File: src/rtl/imem_pkg.sv
// Shared types and constants for the loadable instruction memory.
package imem_pkg;

  // LOAD: boot image streaming in, core held. RUN: fetch port live.
  typedef enum logic {
    LOAD = 1'b0,
    RUN  = 1'b1
  } imem_state_t;

  // ARM "mov r0,r0", handed to decode whenever there is no real instruction.
  localparam logic [31:0] ARM_NOP         = 32'hE1A00000;
  localparam logic [31:0] IMEM_RESET_WORD = 32'hFFFFFFFF;

endpackage

File: src/rtl/imem_ram.sv
// Single-write, single-read synchronous RAM. No reset; the array keeps its
// contents across RESET so a reload can overwrite only what it needs.
module imem_ram #(
  parameter int DATA_W = 32,
  parameter int DEPTH  = 64
) (
  input  logic                     CLK,
  input  logic                     wr_en,
  input  logic [$clog2(DEPTH)-1:0] wr_addr,
  input  logic [DATA_W-1:0]        wr_data,
  input  logic                     rd_en,
  input  logic [$clog2(DEPTH)-1:0] rd_addr,
  output logic [DATA_W-1:0]        rd_data
);

  logic [DATA_W-1:0] mem [DEPTH];

  // Write port and registered read port; rd_data holds when rd_en is low.
  always_ff @(posedge CLK) begin
    if (wr_en) mem[wr_addr] <= wr_data;
    if (rd_en) rd_data <= mem[rd_addr];
  end

endmodule

File: src/rtl/instruction_memory.sv
// Loadable instruction memory: boot-load stream fills the RAM while the core
// is held, then the fetch port serves one registered instruction per cycle
// with stall hold and fault flagging.
//
//   state | meaning
//   ------+-------------------------------------------------------------
//   LOAD  | load_ready=1, cpu_hold=1, each handshake writes word wr_ptr
//   RUN   | fetch active, load port ignored, reload returns to LOAD
module instruction_memory
  import imem_pkg::*;
#(
  parameter int                 DATA_W     = 32,
  parameter int                 ADDR_W     = 32,
  parameter int                 DEPTH      = 64,
  parameter logic [DATA_W-1:0]  NOP_WORD   = DATA_W'(ARM_NOP),
  parameter logic [DATA_W-1:0]  RESET_WORD = {DATA_W{1'b1}}
) (
  input  logic                     CLK,
  input  logic                     RESET,
  input  logic [ADDR_W-1:0]        address,
  input  logic                     stall,
  output logic [DATA_W-1:0]        instr,
  output logic                     fault,
  input  logic                     load_valid,
  input  logic [DATA_W-1:0]        load_data,
  input  logic                     load_last,
  output logic                     load_ready,
  input  logic                     reload,
  output logic                     cpu_hold,
  output logic [$clog2(DEPTH):0]   load_count
);

  localparam int PTR_W = $clog2(DEPTH);
  localparam int CNT_W = PTR_W + 1;

  imem_state_t        state_q, state_d;
  logic [PTR_W-1:0]   wr_ptr_q, wr_ptr_d;
  logic [CNT_W-1:0]   load_count_q, load_count_d;
  logic               use_ram_q, use_ram_d;
  logic               rst_word_q, rst_word_d;
  logic               fault_q, fault_d;

  logic               ram_we;
  logic               ram_re;
  logic [DATA_W-1:0]  ram_rd_data;
  logic [ADDR_W-1:0]  idx;
  logic               misaligned;
  logic               in_range;

  // Full-width index so addresses beyond the array never alias low words.
  assign idx        = address >> 2;
  assign misaligned = |address[1:0];
  assign in_range   = idx < ADDR_W'(load_count_q);

  // Load/run sequencing: write pointer, image length and state transitions.
  always_comb begin
    state_d      = state_q;
    wr_ptr_d     = wr_ptr_q;
    load_count_d = load_count_q;
    ram_we       = 1'b0;
    case (state_q)
      LOAD: begin
        if (load_valid) begin
          ram_we = 1'b1;
          if (load_last || (wr_ptr_q == PTR_W'(DEPTH - 1))) begin
            state_d      = RUN;
            load_count_d = CNT_W'(wr_ptr_q) + CNT_W'(1);
            wr_ptr_d     = '0;
          end else begin
            wr_ptr_d = wr_ptr_q + PTR_W'(1);
          end
        end
      end
      RUN: begin
        if (reload) begin
          state_d      = LOAD;
          load_count_d = '0;
          wr_ptr_d     = '0;
        end
      end
      default: state_d = LOAD;
    endcase
  end

  // Fetch decode: choose RAM data or the NOP filler and flag faults; stall holds all.
  always_comb begin
    use_ram_d  = use_ram_q;
    rst_word_d = rst_word_q;
    fault_d    = fault_q;
    ram_re     = 1'b0;
    if (!stall) begin
      rst_word_d = 1'b0;
      if ((state_q == RUN) && !misaligned && in_range) begin
        ram_re    = 1'b1;
        use_ram_d = 1'b1;
        fault_d   = 1'b0;
      end else begin
        use_ram_d = 1'b0;
        fault_d   = (state_q == RUN);
      end
    end
  end

  // State and output registers; synchronous reset.
  always_ff @(posedge CLK) begin
    if (RESET) begin
      state_q      <= LOAD;
      wr_ptr_q     <= '0;
      load_count_q <= '0;
      use_ram_q    <= 1'b0;
      rst_word_q   <= 1'b1;
      fault_q      <= 1'b0;
    end else begin
      state_q      <= state_d;
      wr_ptr_q     <= wr_ptr_d;
      load_count_q <= load_count_d;
      use_ram_q    <= use_ram_d;
      rst_word_q   <= rst_word_d;
      fault_q      <= fault_d;
    end
  end

  imem_ram #(
    .DATA_W (DATA_W),
    .DEPTH  (DEPTH)
  ) u_ram (
    .CLK     (CLK),
    .wr_en   (ram_we),
    .wr_addr (wr_ptr_q),
    .wr_data (load_data),
    .rd_en   (ram_re),
    .rd_addr (address[PTR_W+1:2]),
    .rd_data (ram_rd_data)
  );

  // The RAM read register and the select flags are both flops, so instr is registered.
  assign instr      = use_ram_q  ? ram_rd_data :
                      rst_word_q ? RESET_WORD  : NOP_WORD;
  assign fault      = fault_q;
  assign load_ready = (state_q == LOAD);
  assign cpu_hold   = (state_q != RUN);
  assign load_count = load_count_q;

endmodule

File: config.mk
export PLATFORM = sky130hd
export DESIGN_NAME = instruction_memory
export DESIGN_NICKNAME = d
export VERILOG_FILES = /design/src/rtl/imem_pkg.sv /design/src/rtl/imem_ram.sv /design/src/rtl/instruction_memory.sv
export SDC_FILE = /design/constraint.sdc
export NUM_CORES = 2
export LEC_CHECK = 0
export BUFFER_PORTS_ARGS = -buffer_cell sky130_fd_sc_hd__buf_2
export CELL_PAD_IN_SITES_DETAIL_PLACEMENT = 1
export CELL_PAD_IN_SITES_GLOBAL_PLACEMENT = 1
export CORE_MARGIN = 2
export CORE_UTILIZATION = 50
export DETAILED_ROUTE_END_ITERATION = 8
export GPL_TIMING_DRIVEN = 1
export PLACE_DENSITY = 0.73
export SYNTH_ARGS = -nofsm -noshare
export SYNTH_HDL_FRONTEND = slang
export SYNTH_SLANG_ARGS = --single-unit
File: constraint.sdc
create_clock -name CLK -period 4.8 [get_ports CLK]
set_clock_uncertainty 0.15 [all_clocks]
set_input_delay 0.96 -clock CLK [delete_from_list [all_inputs] [get_ports CLK]]
set_output_delay 0.96 -clock CLK [all_outputs]
set_load 0.03 [all_outputs]
==> Yosys cells after proc, flatten, opt, wreduce, memory -nomap -nowiden <==
Memory sizes are Yosys's and may differ from the RTL's. A register that Yosys moved wholly into a read port is not among the register bits.
Cells that the tools add are included.
{ "word_totals": {"reg_bits": 17, "mem_bits_rw": 2048, "input_bits": 70, "out_inout_bits": 42, "mem_count": 1} }
{ "mem_list": {"columns": ["name", "depth", "word_bits", "rd", "rd_clocked_by_memory_dff", "wr", "line_no", "source"], "rows": [
  ["u_ram.mem", 64, 32, 1, 1, 1, "imem_ram.sv:16", "logic [DATA_W-1:0] mem [DEPTH];"]
]} }
{ "classes": {"addsub": 2, "magnitude_cmp": 1, "eq_ne": 4, "muxes": 21, "bitwise_logic": 1, "n_reduce_logical": 7} }
{ "ops": {"columns": ["op", "n"], "rows": [
  ["$mux 32", 1],
  ["$lt 30x7->1", 1],
  ["$mux 29", 1],
  ["$mux 7", 3],
  ["$mux 6", 3],
  ["$pmux 7 s2", 1],
  ["$pmux 6 s2", 1],
  ["$mux 1", 10],
  ["$add 6x1->7 const B", 1],
  ["$add 6x1->6 const B", 1],
  ["$eq 6x6->1 const B", 1],
  ["$ne 2x2->1 const B", 2],
  ["$reduce_and 3->1", 1],
  ["$logic_and 1x1->1", 2],
  ["$ne 2x1->1 const B", 1],
  ["$pmux 1 s2", 1],
  ["$reduce_and 2->1", 1],
  ["$reduce_or 2->1", 1],
  ["$logic_not 1->1", 1],
  ["$logic_or 1x1->1", 1],
  ["$not 1->1", 1]
]} }

==> Depth between registers and ports, before layout <==
{ "depth": {"ltp_word": 6, "ltp_mapped": 10} }

==> Modules after synthesis <==
From an unflattened synthesis, not the netlist that was laid out.
{ "unflattened": {"hier_cells": 3516, "area_unflattened_um2": 80145.6} }
{ "modules_own_cells": {"columns": ["mod", "n_inst", "cells_each", "area_each_um2"], "rows": [
  ["imem_ram", 1, 3324, 78835.6],
  ["instruction_memory", 1, 192, 1310.0]
]} }

==> Worst setup path before layout <==
Ideal clock, no wire load.
{ "synth_timing": {"path_type": "input-to-reg", "startpoint": "in address[2]", "endpoint": "reg u_ram.rd_data[0], read port of u_ram.mem, enable pin", "setup_time_ps": 421, "t_arrival_ps": 3690, "required_ps": 4229, "setup_slack_ps": 539, "path_stages": 9, "n_path_buf": 4, "cell_sequence": "buf_6 > buf_6 > buf_2 > buf_4 > nand2b_1 > a21oi_1 > o221ai_1 > a211o_1 > nor2_1"} }
{ "synth_between": {"elab_chain_cells": 4} }
{ "synth_rtl": {"columns": ["item", "line_no", "source"], "rows": [
  ["from (decl)", "instruction_memory.sv:20", "input logic [ADDR_W-1:0] address,"],
  ["$lt 30x7->1", "instruction_memory.sv:53", "assign in_range = idx < ADDR_W'(load_count_q);"],
  ["$logic_and 1x1->1", "instruction_memory.sv:93", "if ((state_q == RUN) && !misaligned && in_range) begin"],
  ["$mux 1", "instruction_memory.sv:93", null],
  ["$mux 1", "instruction_memory.sv:91", "if (!stall) begin"],
  ["via ram_re", "instruction_memory.sv:44", "logic ram_re;"],
  ["to (decl)", "imem_ram.sv:13", "output logic [DATA_W-1:0] rd_data"]
]} }
The timed path passes the listed nets, and every way through them passes these cells.
A chain may end at the register's enable or synchronous reset.

==> Final worst setup path <==
{ "layout_timing": {"startpoint": "reg use_ram_q", "endpoint": "out instr[26]"} }
{ "layout_between": {"elab_chain_cells": 1} }
{ "layout_rtl": {"columns": ["item", "line_no", "source"], "rows": [
  ["from (decl)", "instruction_memory.sv:39", "logic use_ram_q, use_ram_d;"],
  ["from (signal assigned)", "instruction_memory.sv:117", "use_ram_q <= use_ram_d;"],
  ["$mux 32", "instruction_memory.sv:137", "assign instr = use_ram_q ? ram_rd_data :"],
  ["to (decl)", "instruction_memory.sv:22", "output logic [DATA_W-1:0] instr,"]
]} }
Every way passes these cells.

==> impl_metrics.py <==
metrics = {
    "outcome": {
        "status": "finished, final reports clean",
    },
    "yosys": {
        "synth-edff-count": 2080,
        "ys_top_cells_by_count": "2080 x edfxtp_1, 562 x mux4_2, 128 x nand2_1, 93 x nor2_1, 83 x mux2i_1",
        "yosysMostFrequentCell": "edfxtp_1",
        "synth_fp_nets": 3537,
        "synth_top_area_share_pct": 77.8,
        "avgSynthCellArea_um2": 23.2,
        "synth_flop_cell": "edfxtp_1",
        "syn_area_um2": 80300,
        "async_flop_share_pct": 0,
        "postSynthRegisterBits": 2097,
        "synth_top_cell_by_area": "edfxtp_1",
        "yosysUniqueCellTypes": 46,
        "ys_top_cells_by_area": "edfxtp_1 78%, mux4_2 16%, mux2i_1 1.0%",
        "yosys_warnings": 0,
        "synth_cells": 3460,
        "yosysSeqAreaShare_pct": 78.2,
    },
    "sta": {
        "rsz0062_at_grt": "false",
        "fmax_ghz": 0.234,
        "slew_violations": 0,
        "min_period_ns": 4.28,
        "setup_viol": 0,
        "finalCritPeriodShare_pct": 89.2,
        "worst_pin_slew_ns": 1.39,
        "timing.hold.ws_ns": 0.309,
        "setup_tns_ns": 0,
        "hold_viol": 0,
        "slew_headroom_pct": 7.21,
    },
    "placement": {
        "placed_area_um2": 85000,
        "gp_congestion": 0.788,
        "portBuffers": 111,
        "dpl.hpwl_um": 126000,
        "dp_cells": 5639,
    },
    "cts": {
        "numCtsBuffers": 204,
        "clk_pin_slew_ns": 0.06,
        "holdBufCountCts": 0,
        "clock_latency_ns": 0.82,
        "postCtsResizedCells": 0,
        "clk_path_buf_depth": 3,
        "cts_setup_buffers": 0,
        "root_buffer": "clkbuf_16",
        "cts_tree": "built",
        "htreeDepth": 4,
        "clock-sinks": 2097,
    },
    "route": {
        "via_per_inst": 6.62,
        "first_pass_iters": 6,
        "drt_wl_total_um": 224000,
        "avgRoutedWirePerCell_um": 37.3,
        "dr_total_vias": 39883,
        "drt_iter0_drc": 5252,
        "route.detailed.drc": 0,
        "antenna_left": 0,
    },
    "finish": {
        "final_nets": 3836,
        "final_layout_size_suffix_gt1_share_pct": 31.5,
        "final_cells": 6022,
        "fin_area_um2": 91500,
        "multiInputGateArea_um2": 17000,
        "regArea_um2": 62800,
        "fill_cells": 13235,
        "area_delta_synth_final_pct": 14.0,
    },
    "critical_path": {
        "cp.required_ns": 3.69,
        "r2r_start": "state_q",
        "worst_r2r_path_depth": 6,
        "end_kind": "output port",
        "path_cells": "nand2b_2, nand2_1, buf_2",
        "rrSetupSlack_ns": 1.35,
        "slowest_delay_ns": 0.96,
        "r2r-end": "u_ram.mem[56][3]",
        "cpMaxStageDelayCell": "nand2b_2",
        "criticalPathCategory": "flip-flop to output port",
        "worstPathMaxFanout": 26,
        "setup.worst_path.start_class": "flip-flop",
        "crit_arrival_ns": 3.17,
    },
    "pwr": {
        "ir_drop_v": 0.000511,
        "leakagePower_nw": 28.6,
        "p_per_area_nw_per_um2": 412,
        "power_w": 0.0376,
    },
    "floorplanning": {
        "die_w_um": 405,
        "start_util_pct": 50.2,
        "ios": 112,
        "rows": 147,
        "core_area_um2": 160000,
        "chipHeight_um": 405,
        "dieArea_um2": 164000,
    },
    "worst_hold_path": {
        "min_to": "state_q",
        "whs_path_depth": 3,
        "hp-class": "primary input to flip-flop",
        "hp-start": "reload",
    },
    "global_route": {
        "first_global_vias": 41349,
        "grt_pass1_wl_um": 317000,
        "antenna_found_initial": 13,
        "grt_max_degree": 65,
        "grt_remaining_overflow": 0,
        "grt_usage_pct": 27.8,
    },
    "job": {
        "maxCapViolations": 0,
    },
}
[cells by family after synthesis]
group | synth area share, %
AOI/OAI and AO/OA | 1.53
and+or+nand+nor | 1.59
muxes | 17.3
DFF | 78.2
adders and majority gates | 0.109
buffers and inverters | 1.20
xor gates and xnor gates | 0.0436
[cell usage in the layout (no fill, tap or decap), drive strengths merged, types with 7 or more instances in the layout]
cell type	synthesis	layout
diode	0	10
a221o	9	9
a221oi	12	12
a211oi	11	11
a22o	9	9
clkinv	0	97
dfxtp	17	17
nand3	9	9
bufinv	0	15
o31ai	9	9
nand2	128	128
nand3b	7	7
a21oi	24	24
nor2b	12	12
edfxtp	2080	2080
nand2b	12	12
buf	112	283
mux4	562	562
a22oi	37	37
nor2	93	93
mux2i	83	83
o21ai	23	23
mux2	37	37
clkbuf	79	251
o22ai	32	32
nor3	8	8
inv	9	14
ha	7	7
[power breakdown]
group | leakage, nW | internal [W] | switching (W)
sequential | 18.8 | 0.0202 | 0.0000142
combinational | 6.55 | 0.000677 | 0.00114
clock | 3.16 | 0.00883 | 0.00682
total | 28.6 | 0.0297 | 0.00797
[per-layer routing]
metal	part of all wire (%)	vias up	track usage, %
met5	0.033	-	0
li1	-	15374	-
met3	9.9	404	5.57
met2	49	2430	44.8
met1	38	21661	38.5
met4	3.5	14	9.27
[flip-flops by register name, indices dropped and copies added (netlist names)]
register       flops
fault              1
load_count         7
rst_word_q         1
state_q            1
u_ram.mem       2048
u_ram.rd_data     32
use_ram_q          1
wr_ptr_q           6
[cell type report]
| cell class | instances | area share (%) |
|---|---|---|
| Clock buffer | 250 | 5.95 |
| Sequential cell | 2097 | 68.6 |
| Clock inverter | 123 | 1.09 |
| Timing Repair Buffer | 284 | 2.79 |
| Antenna cell | 10 | 0.0274 |
| Multi-Input combinational cell | 1163 | 18.6 |
| Inverter | 9 | 0.0369 |
| Tap cell | 2086 | 2.85 |
[critical path: cells and delay by family (launching register included)]
kind | cells | cell delay (ns)
flops | 1 | 0.33
simple gates | 2 | 1.62
buf+inv | 1 | 0.38
[metrics by stage]
step / util (%) / setup WS [ns]
finish: 57.2 / 0.520
global route: 57.2 / 0.400
CTS: 57.2 / 0.463
detailed placement: 53.1 / 0.481
global placement: 53.1 / 0.511
floorplan: - / 0.539
[worst max-delay path by stage]
stage / end / from / slack [ns] / depth (start not counted)
floorplan: u_ram.rd_data[0] / address[2] / 0.54 / 9
finish: instr[26] / use_ram_q / 0.52 / 3
global placement: u_ram.rd_data[7] / address[2] / 0.51 / 6
CTS: instr[26] / use_ram_q / 0.46 / 3
detailed placement: u_ram.rd_data[7] / address[2] / 0.48 / 6
global route: instr[26] / use_ram_q / 0.40 / 3
(Power assumes the default switching activity.)
